## src/rtl/eth_tx_arbiter_if.sv

```systemverilog
// Byte-stream handshake bundle shared by the arbiter's sources and its MAC-side output.
// master drives data/valid/last and samples ready; slave does the reverse.
interface eth_tx_arbiter_if;
    logic [7:0] data;
    logic       valid;
    logic       last;
    logic       ready;

    modport master (output data, output valid, output last, input ready);
    modport slave  (input data, input valid, input last, output ready);
endinterface

```

## src/rtl/eth_tx_arbiter.sv

```systemverilog
// Round-robin whole-frame arbiter between two byte sources feeding the Ethernet MAC,
// with inter-frame gap enforcement and abort on source underrun or oversize frames.
module eth_tx_arbiter #(
    parameter int unsigned IFG_CYCLES = 24,
    parameter int unsigned STALL_MAX  = 4,
    parameter int unsigned MAX_BYTES  = 1518
) (
    input  logic             ethTxClk,
    input  logic             rstN,
    eth_tx_arbiter_if.slave  in0,
    eth_tx_arbiter_if.slave  in1,
    eth_tx_arbiter_if.master out,
    output logic             out_abort,
    output logic [1:0]       grant,
    output logic [7:0]       abort_count
);
    localparam int unsigned BW = $clog2(MAX_BYTES + 1);
    localparam int unsigned SW = $clog2(STALL_MAX + 1);
    localparam int unsigned GW = $clog2(IFG_CYCLES + 1);

    typedef enum logic [1:0] {IDLE, XFER, DRAIN, GAP} state_t;

    state_t        state;
    logic          last_owner;
    logic [BW-1:0] byte_cnt;
    logic [SW-1:0] stall_cnt;
    logic [GW-1:0] gap_cnt;

    logic [7:0] sel_data;
    logic       sel_valid;
    logic       sel_last;
    logic       stall_abort;
    logic       size_abort;
    logic       fwd;
    logic       fire;
    logic       src_ready;
    logic       pick_src1;

    always_comb begin
        sel_data    = grant[1] ? in1.data  : in0.data;
        sel_valid   = grant[1] ? in1.valid : in0.valid;
        sel_last    = grant[1] ? in1.last  : in0.last;
        stall_abort = (state == XFER) && (stall_cnt == SW'(STALL_MAX));
        // A stall abort blocks the handshake so any byte offered that cycle falls into the drain.
        fwd         = (state == XFER) && !stall_abort;
        out.valid   = fwd && sel_valid;
        out.data    = fwd ? sel_data : '0;
        out.last    = fwd && sel_valid && sel_last;
        fire        = fwd && sel_valid && out.ready;
        size_abort  = fire && !sel_last && (byte_cnt == BW'(MAX_BYTES - 1));
        out_abort   = stall_abort || size_abort;
        src_ready   = (fwd && out.ready) || (state == DRAIN);
        in0.ready   = src_ready && grant[0];
        in1.ready   = src_ready && grant[1];
        pick_src1   = last_owner ? !in0.valid : in1.valid;
    end

    always_ff @(posedge ethTxClk) begin
        if (!rstN) begin
            state       <= IDLE;
            grant       <= '0;
            last_owner  <= 1'b1;
            byte_cnt    <= '0;
            stall_cnt   <= '0;
            gap_cnt     <= '0;
            abort_count <= '0;
        end else begin
            case (state)
                IDLE: begin
                    if (in0.valid || in1.valid) begin
                        grant     <= pick_src1 ? 2'b10 : 2'b01;
                        byte_cnt  <= '0;
                        stall_cnt <= '0;
                        state     <= XFER;
                    end
                end
                XFER: begin
                    if (out_abort) begin
                        if (abort_count != 8'hFF) begin
                            abort_count <= abort_count + 8'd1;
                        end
                        state <= DRAIN;
                    end else begin
                        if (sel_valid) begin
                            stall_cnt <= '0;
                        end else if (out.ready) begin
                            stall_cnt <= stall_cnt + 1'b1;
                        end
                        if (fire) begin
                            byte_cnt <= byte_cnt + 1'b1;
                        end
                        if (fire && sel_last) begin
                            last_owner <= grant[1];
                            grant      <= '0;
                            gap_cnt    <= '0;
                            state      <= GAP;
                        end
                    end
                end
                DRAIN: begin
                    if (sel_valid && sel_last) begin
                        last_owner <= grant[1];
                        grant      <= '0;
                        gap_cnt    <= '0;
                        state      <= GAP;
                    end
                end
                GAP: begin
                    if (gap_cnt == GW'(IFG_CYCLES - 1)) begin
                        state <= IDLE;
                    end else begin
                        gap_cnt <= gap_cnt + 1'b1;
                    end
                end
                default: state <= IDLE;
            endcase
        end
    end
endmodule

```

## src/flat_wrapper.sv

```systemverilog
// flat-port wrapper written by rule: the top's interface ports become plain ports
module eth_tx_arbiter_flat 
#(
    parameter int unsigned IFG_CYCLES = 24,
    parameter int unsigned STALL_MAX  = 4,
    parameter int unsigned MAX_BYTES  = 1518
)
  (ethTxClk, rstN, out_abort, grant, abort_count, in0_data, in0_valid, in0_last, in0_ready, in1_data, in1_valid, in1_last, in1_ready, out_data, out_valid, out_last, out_ready);
  eth_tx_arbiter_if in0_i ();
  eth_tx_arbiter_if in1_i ();
  eth_tx_arbiter_if out_i ();
  input  logic ethTxClk;
  input  logic rstN;
  output logic out_abort;
  output logic [1:0] grant;
  output logic [7:0] abort_count;
  input wire logic [$bits(in0_i.data)-1:0] in0_data;
  input wire logic [$bits(in0_i.valid)-1:0] in0_valid;
  input wire logic [$bits(in0_i.last)-1:0] in0_last;
  output wire logic [$bits(in0_i.ready)-1:0] in0_ready;
  input wire logic [$bits(in1_i.data)-1:0] in1_data;
  input wire logic [$bits(in1_i.valid)-1:0] in1_valid;
  input wire logic [$bits(in1_i.last)-1:0] in1_last;
  output wire logic [$bits(in1_i.ready)-1:0] in1_ready;
  output wire logic [$bits(out_i.data)-1:0] out_data;
  output wire logic [$bits(out_i.valid)-1:0] out_valid;
  output wire logic [$bits(out_i.last)-1:0] out_last;
  input wire logic [$bits(out_i.ready)-1:0] out_ready;
  assign in0_i.data = in0_data;
  assign in0_i.valid = in0_valid;
  assign in0_i.last = in0_last;
  assign in0_ready = in0_i.ready;
  assign in1_i.data = in1_data;
  assign in1_i.valid = in1_valid;
  assign in1_i.last = in1_last;
  assign in1_ready = in1_i.ready;
  assign out_data = out_i.data;
  assign out_valid = out_i.valid;
  assign out_last = out_i.last;
  assign out_i.ready = out_ready;
  eth_tx_arbiter #(.IFG_CYCLES(IFG_CYCLES), .STALL_MAX(STALL_MAX), .MAX_BYTES(MAX_BYTES)) u_core (.ethTxClk(ethTxClk), .rstN(rstN), .in0(in0_i), .in1(in1_i), .out(out_i), .out_abort(out_abort), .grant(grant), .abort_count(abort_count));
endmodule
```

## config.mk

```make
export PLATFORM = sky130hd
export DESIGN_NAME = eth_tx_arbiter_flat
export DESIGN_NICKNAME = d
export VERILOG_FILES = /design/src/rtl/eth_tx_arbiter_if.sv /design/src/rtl/eth_tx_arbiter.sv /design/src/flat_wrapper.sv
export SDC_FILE = /design/constraint.sdc
export NUM_CORES = 1
export LEC_CHECK = 0
export ABC_AREA = 1
export CAP_MARGIN = 20
export CORE_MARGIN = 2
export CORE_UTILIZATION = 45
export CTS_CLUSTER_SIZE = 10
export DETAILED_ROUTE_END_ITERATION = 10
export PLACE_DENSITY = 0.76
export SLEW_MARGIN = 20
export SYNTH_ARGS = -nofsm -noshare
export SYNTH_HDL_FRONTEND = slang
export SYNTH_SLANG_ARGS = --single-unit
```

## constraint.sdc

```tcl
create_clock -name ethTxClk -period 1.74 [get_ports ethTxClk]
set_input_delay 0.174 -clock ethTxClk [delete_from_list [all_inputs] [get_ports ethTxClk]]
set_output_delay 0.174 -clock ethTxClk [all_outputs]
set_load 0.01 [all_outputs]
```

### After elaboration in Yosys (flattened, before gate mapping)

Index checks and enable logic that the tools add are counted.

| operators by class | value |
|---|---|
| add/sub/neg operators | 4 |
| multiply operators | 0 |
| divide/modulo/power cells | 0 |
| magnitude comparators | 0 |
| eq/ne operators | 16 |
| shifts and indexed selects | 0 |
| mux-type cells | 35 |
| bitwise logic cells | 0 |
| reductions and logical operators | 30 |

Operators with widths:

| cell | number |
|---|---|
| 11-bit 2-to-1 mux | 3 |
| 11-bit one-hot mux with 2 select lines | 1 |
| 2-bit 2-to-1 mux | 10 |
| 5-bit 2-to-1 mux | 4 |
| 8-bit 2-to-1 mux | 2 |
| 4-bit AND reduction | 4 |
| 5-bit one-hot mux with 3 select lines | 1 |
| 1-bit logical AND | 12 |
| 3-bit 2-to-1 mux | 4 |
| 11-bit by 1-bit adder with 11-bit output (second input constant) | 1 |
| 11-bit equality test (second input constant) | 1 |
| 5-bit AND reduction | 2 |
| 8-bit by 1-bit adder with 8-bit output (second input constant) | 1 |
| 2-bit inequality test (second input constant) | 4 |
| 8-bit inequality test (second input constant) | 1 |
| 2-bit one-hot mux with 4 select lines | 1 |
| 1-bit 2-to-1 mux | 6 |
| 2-bit by 1-bit inequality test with 1-bit output (second input constant) | 3 |
| 2-bit one-hot mux with 3 select lines | 1 |
| 3-bit one-hot mux with 2 select lines | 1 |
| 3-bit nonzero test | 2 |
| 5-bit by 1-bit adder with 5-bit output (second input constant) | 1 |
| 5-bit equality test (second input constant) | 1 |
| 2-bit equality test (second input constant) | 2 |
| 11 further kinds | 16 |

| word-level totals | value |
|---|---|
| flip-flop bits (word level) | 32 |
| latch bits | 0 |
| memory bits (writable) | 0 |
| memory bits (read-only) | 0 |
| input port bits | 23 |
| output and inout bits | 23 |
| word-level logic and storage cells | 92 |
| memories kept | 0 |

### Depth between registers and ports, before layout

| depth | value |
|---|---|
| depth after elaboration | 11 |
| depth in mapped cells | 12 |
| mapped depth without buffers | 12 |

### Worst setup path before layout

Ideal clock, no wire load.

| path | value |
|---|---|
| path type | register to output |
| start | reg u_core.state[1] |
| end | out out_data[0] |
| data arrival time | 1.433 ns |
| required time | 1.566 ns |
| slack | 0.133 ns |
| cell stages (with the launch flop) | 7 |
| buffers on the path | 2 |
| path through | dfxtp_1 > inv_1 > ha_1 > clkbuf_1 > nand2_1 > clkbuf_1 > a21oi_1 |

| between the ends | value |
|---|---|
| cells in the longest elaborated chain, start to end | 5 |

RTL lines:

| item | RTL line | text |
|---|---|---|
| start, declared | eth_tx_arbiter.sv:23 | `state_t state;` |
| start signal, assigned | eth_tx_arbiter.sv:60 | `state <= IDLE;` |
| start signal, assigned | eth_tx_arbiter.sv:74 | `state <= XFER;` |
| start signal, assigned | eth_tx_arbiter.sv:82 | `state <= DRAIN;` |
| 2-bit by 1-bit equality test with 1-bit output * | eth_tx_arbiter.sv:43, eth_tx_arbiter.sv:45 |  |
| 1-bit logical AND | eth_tx_arbiter.sv:43 | `stall_abort = (state == XFER) && (stall_cnt == SW'(STALL_MAX));` |
| 1-bit logical NOT | eth_tx_arbiter.sv:45 | `fwd = (state == XFER) && !stall_abort;` |
| 1-bit logical AND * | eth_tx_arbiter.sv:45 |  |
| 8-bit 2-to-1 mux * | eth_tx_arbiter.sv:47 | `out.data = fwd ? sel_data : '0;` |
| end, declared | flat_wrapper.sv:25 | `output wire logic [$bits(out_i.data)-1:0] out_data;` |

Every way passes the cells marked *; elsewhere a longest branch is shown, timed or not.

### Worst setup path after layout

| path | value |
|---|---|
| start | reg u_core.stall_cnt[1] |
| end | reg u_core.byte_cnt[10] |

| between the ends | value |
|---|---|
| cells in the longest elaborated chain, start to end | 11 |
| elaborated cells between the ends (all ways) | 12 |
| classes of those cells | eq/ne: 3; reduce/logical: 9 |

RTL lines:

| item | RTL line | text |
|---|---|---|
| start, declared | eth_tx_arbiter.sv:26 | `logic [SW-1:0] stall_cnt;` |
| start signal, assigned | eth_tx_arbiter.sv:87 | `stall_cnt <= stall_cnt + 1'b1;` |
| 3-bit equality test * | eth_tx_arbiter.sv:43 |  |
| 1-bit logical AND * | eth_tx_arbiter.sv:43 |  |
| 1-bit logical NOT | eth_tx_arbiter.sv:45 |  |
| 1-bit logical AND | eth_tx_arbiter.sv:45 |  |
| 1-bit logical AND (2 in a row) | eth_tx_arbiter.sv:49 | `fire = fwd && sel_valid && out.ready;` |
| 1-bit logical AND (2 in a row) | eth_tx_arbiter.sv:50 | `size_abort = fire && !sel_last && (byte_cnt == BW'(MAX_BYTES - 1));` |
| 1-bit logical OR | eth_tx_arbiter.sv:51 | `out_abort = stall_abort \|\| size_abort;` |
| 2-bit inequality test (no source line) | - |  |
| 4-bit AND reduction (no source line) * | - |  |
| end signal, assigned | eth_tx_arbiter.sv:90 | `byte_cnt <= byte_cnt + 1'b1;` |
| end, declared | eth_tx_arbiter.sv:25 | `logic [BW-1:0] byte_cnt;` |

Marked as above.
A chain may end at the register's enable or synchronous reset.

==> results.yml <==
outcome:
  status: "finished, violations left"
  violations: "negative setup slack"
timing:
  rsz0062_at_grt: "true"
  hold_viol: 0
  fmax_mhz: 552
  drv_slew: 0
  worst_slew_pin_slew_ns: 0.453
  hold_ws_ns: 0.493
  relSlewSlack_pct: 69.7
  finalSetupViolCount: 6
  worst_slack_ns: -0.0714
  fin_crit_sh_pct: 104
  min_period_ns: 1.81
  fin_tns_setup_ns: -0.227
  fin_skew_ns: 0.00659
critical_path:
  reg2reg_depth: 13
  required_ns: 1.93
  cp_max_fo: 5
  cp-end-kind: "flop"
  setup.worst_path.start_class: "flop"
  cp.arrival_ns: 2.00
  reg2reg_from: "u_core.stall_cnt[1]$_SDFFE_PN0P_"
  r2r_end: "u_core.byte_cnt[10]$_SDFFE_PN0P_"
  crit_type: "reg -> reg"
  r2r_setup_slack_ns: -0.07
place:
  dpl_worst_slack_ns: -0.116
  hpwl_um: 4250
  placed_area_um2: 3040
  port_buffers: 45
  gp_congestion: 0.814
  dp.cells: 515
finish:
  final_cells: 536
  layout.nets: 503
  drive_above_1_share_pct: 27.7
  fillers: 366
  antenna_cells: 0
  finish.instance_area_um2: 3500
  area_growth_syn_to_layout_pct: 56.5
drt:
  drt-total-wl_um: 7580
  drcViolationCount: 0
  drtIter0Drc: 192
  routedWlPerCell_um: 14.1
  drt-pass1-iter-count: 5
  detail-route-antenna-nets: 0
  vias_per_cell: 5.21
  vias: 2795
pwr:
  power.density_nw_per_um2: 1550
  pwr-share-clk_pct: 11.8
  seqPwrFrac_pct: 20.5
  leakage_nw: 1.54
  power_frac_comb_pct: 67.7
  internal_power_mw: 2.97
  vdd_ir_drop_max_mv: 0.930
  p_switching_mw: 2.43
  swShare_pct: 44.9
logic_synthesis:
  yosysWarnings: 0
  synth_area_leader_cell: "dfxtp_1"
  synth_nets: 406
  yosysMostFrequentCell: "nand2_1"
  ys_seq_area_share_pct: 28.7
  syn_area_per_cell_um2: 6.00
  ys_types: 27
  syn_area_um2: 2230
  ys_top_cells_by_count: "nand2_1 (101), nor2_1 (65), inv_1 (51)"
  postSynthCellCount: 372
  ys_ff_latch: 32
  synth-edff-count: 0
  ys.flop_type: "dfxtp_1"
  synth.area.top_cells: "dfxtp_1 (29%), nand2_1 (17%), nor2_1 (11%), inv_1 (8.6%), a21oi_1 (7.4%)"
  yosysTopAreaCellShare_pct: 28.7
  synthArstFlopShare_pct: 0
die:
  start_util_pct: 47.0
  core_area_um2: 4750
  ios: 46
  die_width_um: 74.5
  die_area_um2: 5540
  die_height_um: 74.5
  rows: 25
clock_tree:
  tritoncts: "built"
  cts_root_buf: "clkbuf_8"
  htreeDepth: 2
  numCtsBuffers: 5
  clock-sinks: 32
  clk_pin_slew_worst_paths_ns: 0.07
  postCtsHoldBufs: 0
  clk_path_buf_depth: 2
  clock_latency_ns: 0.29
worst_hold_path:
  min_from: "u_core.gap_cnt[2]$_SDFFE_PN0P_"
  hold_depth: 2
  holdPathEnd: "u_core.gap_cnt[2]$_SDFFE_PN0P_"
  hold_path_class: "reg -> reg"
grt:
  antenna_found_initial: 0
  gr-usage-all-layers_pct: 24.3
  grt_pass1_wl_um: 10500
  grt_overflow: 0
  grt_pass1_vias: 2457
  grt_max_degree: 13
run:
  maxCapViolCount: 0
-- per-stage QoR --
step | total power [mW] | utilization (%)
final | 5.40 | 73.5
after global routing | 5.77 | 73.5
after CTS | 4.92 | 69.5
after detailed placement | 3.65 | 63.9
after global placement | 3.59 | 63.9
after floorplan | 2.62 | -
-- layout by cell type (no fill, tap or decap), types with 4 or more instances in the layout --
cell type / netlist / routed
nand2_1: 101 / 90
nor2_1: 65 / 57
inv_1: 51 / 45
buf_4: 2 / 44
clkdlybuf4s50_1: 0 / 32
a21oi_1: 33 / 29
dfxtp_1: 32 / 26
o21ai_0: 18 / 11
nand3_1: 14 / 11
nand2_2: 3 / 10
inv_2: 1 / 7
o21ai_1: 3 / 7
clkbuf_8: 0 / 7
nor2_2: 0 / 6
nand4_1: 6 / 6
ha_1: 11 / 6
buf_6: 0 / 6
clkbuf_2: 0 / 6
dfxtp_2: 0 / 6
nand2_4: 1 / 5
xor2_1: 6 / 5
nor3_1: 5 / 5
nand3_2: 1 / 4
clkdlybuf4s15_1: 0 / 4
-- power by group through the flow --
stage          sequential (mW)  clock, mW  combinational [mW]
5_1_grt                   1.12      0.687                3.96
3_3_place_gp              1.06          0                2.53
3_5_place_dp              1.07          0                2.58
4_1_cts                   1.07      0.641                3.21
2_1_floorplan             1.08          0                1.54
6_report                  1.11      0.637                3.66
-- layout make-up --
cell class              instances  area [um^2]  share of cell area, %
well taps                      67         83.8                   2.40
flip-flops and latches         32          648                   18.5
inverters                      54          214                   6.12
multi-input cells             279         1590                   45.4
repair buffers                 97          866                   24.8
clock buffers                   7         96.3                   2.76
-- sequential cells by signal (all words and copies together), names as in the netlist --
| signal | cells |
|---|---|
| u_core.gap_cnt | 5 |
| u_core.state | 2 |
| u_core.last_owner | 1 |
| u_core.byte_cnt | 11 |
| u_core.grant | 2 |
| u_core.stall_cnt | 3 |
| u_core.abort_count | 8 |
-- worst max-delay path, stage by stage, from the launching register on --
cell	delay, ns
dfxtp_2	0.35
inv_2	0.06
ha_4	0.16
nand2_4	0.08
nand3_4	0.08
nor2_4	0.16
nand3_2	0.13
buf_6	0.16
nand4_4	0.13
buf_12	0.12
buf_16	0.10
nand2_1	0.05
nand2_1	0.07
nor2_1	0.05
-- metal layers --
metal,wire [um],vias up,GRT usage [%]
li1,-,1361,-
met1,2980,1286,29.5
met2,3950,122,40.9
met3,393,26,4.34
met4,253,0,12.7
met5,0,-,0
-- kinds of logic after synthesis --
family          share of synthesized area (%)
fa+ha+maj                                6.16
simple gates                             38.0
compound gates                           13.0
buf+inv                                  11.0
flops                                    28.7
xor+xnor                                 3.14
-- repair_timing --
item,CTS,global route
cloned,2,2
setup endpoints to repair,23,38
buffers inserted,5,8
pin swaps,0,26
gates resized for setup,49,72
-- how the worst max path moves through the flow --
| stage | from | to | slack [ns] | depth (start not counted) |
|---|---|---|---|---|
| 2_1_floorplan | u_core.state[1]$_SDFFE_PN0P_ | out_data[0] | 0.13 | 6 |
| 3_5_place_dp | in1_valid | out_abort | -0.12 | 8 |
| 4_1_cts | u_core.state[1]$_SDFFE_PN0P_ | u_core.byte_cnt[4]$_SDFFE_PN0P_ | 0.005 | 10 |
| 5_1_grt | u_core.byte_cnt[1]$_SDFFE_PN0P_ | u_core.byte_cnt[10]$_SDFFE_PN0P_ | -0.13 | 14 |
| 3_3_place_gp | in1_valid | out_abort | -0.11 | 8 |
| 6_report | u_core.stall_cnt[1]$_SDFFE_PN0P_ | u_core.byte_cnt[10]$_SDFFE_PN0P_ | -0.07 | 13 |
Note: power is estimated with default switching activity, not from simulation.
